**config.mk**
```make
export PLATFORM = sky130hd
export DESIGN_NAME = timer_counter
export DESIGN_NICKNAME = d
export VERILOG_FILES = /design/src/rtl/timer_counter_pkg.sv /design/src/rtl/timer_counter.sv
export SDC_FILE = /design/constraint.sdc
export NUM_CORES = 1
export LEC_CHECK = 0
export CAP_MARGIN = 20
export CORE_ASPECT_RATIO = 1.1
export CORE_UTILIZATION = 44
export DETAILED_ROUTE_END_ITERATION = 16
export PLACE_DENSITY = 0.8
export SYNTH_ARGS = -nofsm -noshare
export SYNTH_HDL_FRONTEND = slang
export SYNTH_SLANG_ARGS = --single-unit
```
**constraint.sdc**
```tcl
create_clock -name clk -period 2.06 [get_ports clk]
set_clock_uncertainty 0.05 [all_clocks]
set_input_delay 0.309 -clock clk [delete_from_list [all_inputs] [get_ports clk]]
set_output_delay 0.309 -clock clk [all_outputs]
set_load 0.01 [all_outputs]
```
**src/rtl/timer_counter_pkg.sv**
```systemverilog
// rtl/timer_counter_pkg.sv - register offsets, CTRL fields, mode codes and FSM states
package timer_counter_pkg;

   localparam logic [1:0] REG_CTRL   = 2'd0;
   localparam logic [1:0] REG_PRESET = 2'd1;
   localparam logic [1:0] REG_COUNT  = 2'd2;
   localparam logic [1:0] REG_NONE   = 2'd3;

   localparam int CTRL_EN      = 0;
   localparam int CTRL_MODE_LO = 1;
   localparam int CTRL_MODE_HI = 2;
   localparam int CTRL_IM      = 3;

   localparam logic [1:0] MODE_ONESHOT  = 2'b00;
   localparam logic [1:0] MODE_PERIODIC = 2'b01;

   typedef enum logic [1:0] {
      IDLE = 2'd0,
      LOAD = 2'd1,
      CNT  = 2'd2,
      INT  = 2'd3
   } timerState_t;

   function automatic logic [31:0] byteMerge(input logic [31:0] oldVal,
                                             input logic [31:0] newVal,
                                             input logic [3:0]  be);
      logic [31:0] merged;
      merged = oldVal;
      for (int i = 0; i < 4; i++) begin
         if (be[i]) merged[i*8 +: 8] = newVal[i*8 +: 8];
      end
      return merged;
   endfunction

endpackage

```
**src/rtl/timer_counter.sv**
```systemverilog
// rtl/timer_counter.sv - down-counting timer with one-shot/periodic modes and maskable IRQ
module timer_counter
   import timer_counter_pkg::*;
(
   input  logic        clk,
   input  logic        reset,
   input  logic [31:2] Addr,
   input  logic        WE,
   input  logic [3:0]  BE,
   input  logic [31:0] Din,
   output logic [31:0] Dout,
   output logic        IRQ
);

   timerState_t state, nextState;
   logic [3:0]  ctrl;
   logic [31:0] preset;
   logic [31:0] count;
   logic        irqFlag;

   logic        loadCount, decCount, expire, clrFlag, clrEnable;
   logic        ctrlWr, presetWr;
   logic        unusedAddr;

   assign unusedAddr = ^Addr[31:4];
   assign ctrlWr     = WE && (Addr[3:2] == REG_CTRL);
   assign presetWr   = WE && (Addr[3:2] == REG_PRESET);

   always_comb begin
      nextState = state;
      loadCount = 1'b0;
      decCount  = 1'b0;
      expire    = 1'b0;
      clrFlag   = 1'b0;
      clrEnable = 1'b0;
      case (state)
         IDLE: if (ctrl[CTRL_EN]) nextState = LOAD;
         LOAD: begin
            loadCount = 1'b1;
            nextState = CNT;
         end
         CNT: begin
            if (!ctrl[CTRL_EN]) begin
               nextState = IDLE;
            end else if (count > 32'd1) begin
               decCount = 1'b1;
            end else begin
               expire    = 1'b1;
               nextState = INT;
            end
         end
         INT: begin
            case (ctrl[CTRL_MODE_HI:CTRL_MODE_LO])
               MODE_PERIODIC: begin
                  clrFlag   = 1'b1;
                  nextState = LOAD;
               end
               MODE_ONESHOT: begin
                  clrEnable = 1'b1;
                  nextState = IDLE;
               end
               default: begin
                  clrEnable = 1'b1;
                  nextState = IDLE;
               end
            endcase
         end
         default: nextState = IDLE;
      endcase
   end

   always_ff @(posedge clk) begin
      if (reset) begin
         state   <= IDLE;
         ctrl    <= '0;
         preset  <= '0;
         count   <= '0;
         irqFlag <= 1'b0;
      end else begin
         state <= nextState;
         if (loadCount)     count <= preset;
         else if (decCount) count <= count - 32'd1;
         else if (expire)   count <= '0;
         // CPU write is applied after the FSM clear so it takes precedence
         if (clrEnable)          ctrl[CTRL_EN] <= 1'b0;
         if (ctrlWr && BE[0])    ctrl <= Din[3:0];
         if (presetWr)           preset <= byteMerge(preset, Din, BE);
         if (ctrlWr || presetWr || clrFlag) irqFlag <= 1'b0;
         if (expire)             irqFlag <= 1'b1;
      end
   end

   always_comb begin
      Dout = '0;
      case (Addr[3:2])
         REG_CTRL:   Dout = {28'd0, ctrl};
         REG_PRESET: Dout = preset;
         REG_COUNT:  Dout = count;
         REG_NONE:   Dout = '0;
         default:    Dout = '0;
      endcase
   end

   assign IRQ = irqFlag & ctrl[CTRL_IM];

endmodule

```
Yosys cells after proc, flatten, opt, wreduce, memory -nomap -nowiden --
Cells that the tools add are included. W data, S select, Z words.
Word-level totals: flip-flop bits (word level) 71, bits of input ports 69, output and inout port bits 33
Cells by class: multiplexer cells 24, order comparisons 1, add/sub/neg operators 1, bitwise gates (word level) 1, reduce and logical (&&, ||, !) cells 15, equality and inequality tests 9
Operators with widths (number):
- $pmux W32 S4 | 1
- $mux W32 | 3
- $gt A32 B1 Y1 const B | 1
- $sub A32 B1 Y32 const B | 1
- $mux W1 | 16
- $reduce_and A2 Y1 | 5
- $eq A2 B2 Y1 const B | 4
- $pmux W2 S4 | 1
- $eq A2 B1 Y1 const B | 3
- $mux W2 | 3
- $logic_not A2 Y1 | 2
- $reduce_bool A2 Y1 | 2
- $logic_and A1 B1 Y1 | 3
- $ne A3 B3 Y1 const B | 1
- $reduce_bool A3 Y1 | 1
- $logic_or A1 B1 Y1 | 2
- $ne A2 B2 Y1 const B | 1
- $and A1 B1 Y1 | 1

Logic depth before layout (Yosys ltp) --
depth in word-level cells 7, depth in mapped cells 8

Worst setup path after synthesis --
No wires, ideal clock.
kind register -> register, start register count[21], end register count[31], setup time 125 ps, cell stages (with the launch flop) 6, path buffers 0, clock period less this slack 2008 ps, path slack 52 ps, arrival time 1833 ps, path through dfxtp_1 -> or4_4 -> or4_4 -> nor3_2 -> xnor2_1 -> o22ai_2
Between the ends: cells in the longest elaborated chain, start to end 6, elaborated cells between the ends (all ways) 11
RTL lines:
- from (decl) | line timer_counter.sv:18 | logic [31:0] count;
- from (signal assigned) | line timer_counter.sv:81 | if (loadCount) count <= preset;
- from (signal assigned) | line timer_counter.sv:82 | else if (decCount) count <= count - 32'd1;
- $gt A32 B1 Y1 | line timer_counter.sv:45 | end else if (count > 32'd1) begin
- $mux W1 | line timer_counter.sv:45
- $mux W1 | line timer_counter.sv:43 | if (!ctrl[CTRL_EN]) begin
- $mux W1 | line timer_counter.sv:36 | case (state)
- $mux W32 | line timer_counter.sv:82
- $mux W32 | line timer_counter.sv:81
Parallel ways exist; a longest one is shown, timed or not. A chain may end at the register's enable or synchronous reset.

Worst setup path after layout --
start input Addr[2] (netlist bit), end output Dout[13]
Between the ends: cells in the longest elaborated chain, start to end 2, elaborated cells between the ends (all ways) 5
RTL lines:
- from (decl) | line timer_counter.sv:7 | input logic [31:2] Addr,
- $eq A2 B2 Y1, or another cell as far along | line timer_counter.sv:95 | case (Addr[3:2])
- $pmux W32 S4 * | line timer_counter.sv:95
- to (decl) | line timer_counter.sv:11 | output logic [31:0] Dout,
Mark *: on every way between the ends. The rest lies on a longest branch, timed or not.

==> impl_metrics.yaml <==
timing:
  tightest_slew_ns: 0.535
  fin_crit_sh_pct: 99.5
  hold_viol: 0
  clock.fmax_mhz: 488
  finalSetupViolCount: 0
  drv_slew: 0
  period_needed_ns: 2.05
  whs_ns: 0.353
  relSlewSlack_pct: 64.0
  rsz0062_at_grt: "yes"
critical_path:
  cp.arrival_ns: 1.69
  path_class: "in2out"
  crit_path_end_kind: "primary output"
  r2r_start: "count[26]"
  r2r_cells: 5
  cp_max_fo: 5
  worstPathRequired_ns: 1.70
  crit_path_start_kind: "input port"
  worstSetupStartpoint: "Addr[2]"
clock_network:
  clk_latency_ns: 0.35
  clockBufferDepth: 2
  ctsHoldBuffers: 0
  numCtsBuffers: 9
  clk_pin_slew_ns: 0.07
  cts-root-buf: "clkbuf_8"
  cts_tree: "done"
  clock_sinks: 71
  h-tree-depth: 3
synthesis:
  synth_edf_count: 0
  synth_warnings: 0
  synth_top_area_share_pct: 37.3
  syn_area_um2: 3810
  synth_flop_cell: "dfxtp_1"
  yosysSeqAreaShare_pct: 37.3
  synth_area_leaders: "dfxtp_1 37%, nand2_1 7.6%, a21oi_1 7.2%, a22o_1 6.2%, a22oi_1 5.1%"
  ys_ff_latch: 71
  synth_area_per_cell_um2: 8.19
  synthDistinctLibCells: 52
  synthArstFlopShare_pct: 0
  synth.net_count: 536
  syn-instance-count: 465
  synth.most_common_cell: "nand2_1"
  yosys.area.top_type: "dfxtp_1"
  synthTopCellsByCount: "77 x nand2_1, 71 x dfxtp_1, 55 x a21oi_1"
detailed_routing:
  vias: 3885
  wl_per_cell_um: 15.6
  viasPerCell: 5.73
  drc: 0
  ant_nets: 0
  routed_wirelength_um: 10600
  dr.pass1.iters: 5
  drtIter0Drc: 212
power_and_ir_drop:
  totalPowerFinal_mw: 2.61
  p_per_area_nw_per_um2: 509
  p_leak_nw: 2.22
  peakVddDrop_mv: 0.313
placed_design:
  io_buffers: 73
  postPlaceCellArea_um2: 4800
  dpl.hpwl_um: 7280
  dp.cells: 655
  finalWeightedCongestion: 0.886
die:
  rows: 35
  start_util_pct: 45.3
  io_pins: 102
  die_h_um: 99.6
  coreArea_um2: 8410
  fp.dieArea_um2: 9030
  die_width_um: 90.7
finish:
  area_growth_pct: 34.8
  nets: 634
  stdcell_count: 678
  fin_area_um2: 5130
  fin_util_pct: 61.0
  antenna_cells: 0
  drive_gt1_share_pct: 15.9
global_route:
  grt_overflow_total: 0
  grt_util_all_layers_pct: 24.2
  grt_pass1_wl_um: 17800
  grt_max_degree: 45
  first_global_vias: 3903
  antenna_found_initial: 0
status:
  status: "finished, final reports clean"
hold_path:
  min-delay-start: "reset"
  holdPathStages: 3
  hold_path.class: "in2reg"
run:
  drv_cap: 0
kinds of logic (layout without fill, tap and decap cells):
| logic type | after synthesis | count (layout) | synth area share (%) |
|---|---|---|---|
| and+or+nand+nor | 174 | 174 | 23.5 |
| AOI/OAI and AO/OA | 153 | 153 | 27.2 |
| xor gates and xnor gates | 14 | 14 | 3.22 |
| DFF | 71 | 71 | 37.3 |
| muxes | 7 | 7 | 1.84 |
| adders and majority gates | 2 | 2 | 0.657 |
| buffers and inverters | 44 | 146 | 6.24 |
critical path, stage by stage:
cell and delay (ns):
clkdlybuf4s15_2 0.23, nor2b_4 0.28, buf_4 0.21, a22o_1 0.14, clkdlybuf4s50_1 0.53
state kept, by name, indices dropped and copies added, names as in the netlist:
| name | flops |
|---|---|
| count | 32 |
| preset | 32 |
| ctrl | 4 |
| state | 2 |
| irqFlag | 1 |
cells in the final DEF (no fill, tap or decap), types with 3 or more instances in the layout:
| master | netlist | final |
|---|---|---|
| nor2_1 | 21 | 20 |
| xnor2_1 | 14 | 14 |
| clkbuf_8 | 5 | 10 |
| o31a_1 | 9 | 9 |
| buf_6 | 3 | 5 |
| dfxtp_1 | 71 | 70 |
| a222oi_1 | 5 | 5 |
| dlygate4sd2_1 | 0 | 3 |
| clkdlybuf4s50_1 | 0 | 48 |
| nand2b_1 | 3 | 3 |
| buf_4 | 0 | 45 |
| o22ai_1 | 7 | 7 |
| inv_1 | 6 | 6 |
| nand3_1 | 12 | 12 |
| o21ai_0 | 12 | 12 |
| a21oi_1 | 55 | 55 |
| a31oi_1 | 3 | 3 |
| nor4_1 | 10 | 10 |
| a22o_1 | 27 | 27 |
| dlymetal6s2s_1 | 0 | 19 |
| mux2i_1 | 7 | 7 |
| a22oi_1 | 26 | 26 |
| or4_4 | 2 | 4 |
| nor3_1 | 12 | 12 |
| and3_1 | 7 | 7 |
| clkbuf_1 | 28 | 4 |
| nand2_1 | 77 | 77 |
| nand4_1 | 4 | 4 |
area by class of cell:
class,instances,area [um^2]
timing repair buffer,125,1200
multi-input combinational,350,2190
sequential,71,1420
fill,745,3280
clock inverter,1,5.00
inverter,6,22.5
clock buffer,14,153
tap,111,139
final timing paths:
kind | to | slack, ns
worst max-delay path | Dout[13] | 0.01
worst min register to register | preset[19] | 0.42
worst max register to register | count[31] | 0.03
worst min-delay path | count[31] | 0.35
metrics by stage:
step | setup slack, ns | setup TNS [ns]
after floorplan | 0.0520 | 0
after global placement | -0.325 | -9.92
after detailed placement | -0.333 | -10.59
after CTS | 0.00982 | 0
after global routing | -0.0308 | -0.108
final | 0.0109 | 0
metal layers:
layer | part of all wire (%) | wire, um | track usage (%) | vias to the layer above
li1 | - | - | - | 1903
met1 | 42 | 4400 | 27.2 | 1806
met2 | 49 | 5230 | 43.3 | 142
met3 | 5.7 | 606 | 5.43 | 34
met4 | 3.3 | 347 | 11.7 | 0
met5 | 0 | 0 | 0 | -
what timing repair did:
| item | in CTS | in global routing |
|---|---|---|
| setup endpoints to repair | 33 | 47 |
| gates cloned | 2 | 0 |
| setup buffers | 2 | 4 |
| resized for setup | 20 | 27 |
| pin swaps | 1 | 8 |
power breakdown:
group	total, mW	switching, mW	internal (mW)	leakage [nW]
clock	0.958	0.494	0.464	0.0805
sequential	1.40	0.0127	1.39	0.574
combinational	0.251	0.117	0.134	1.57
(Power assumes the default switching activity.)
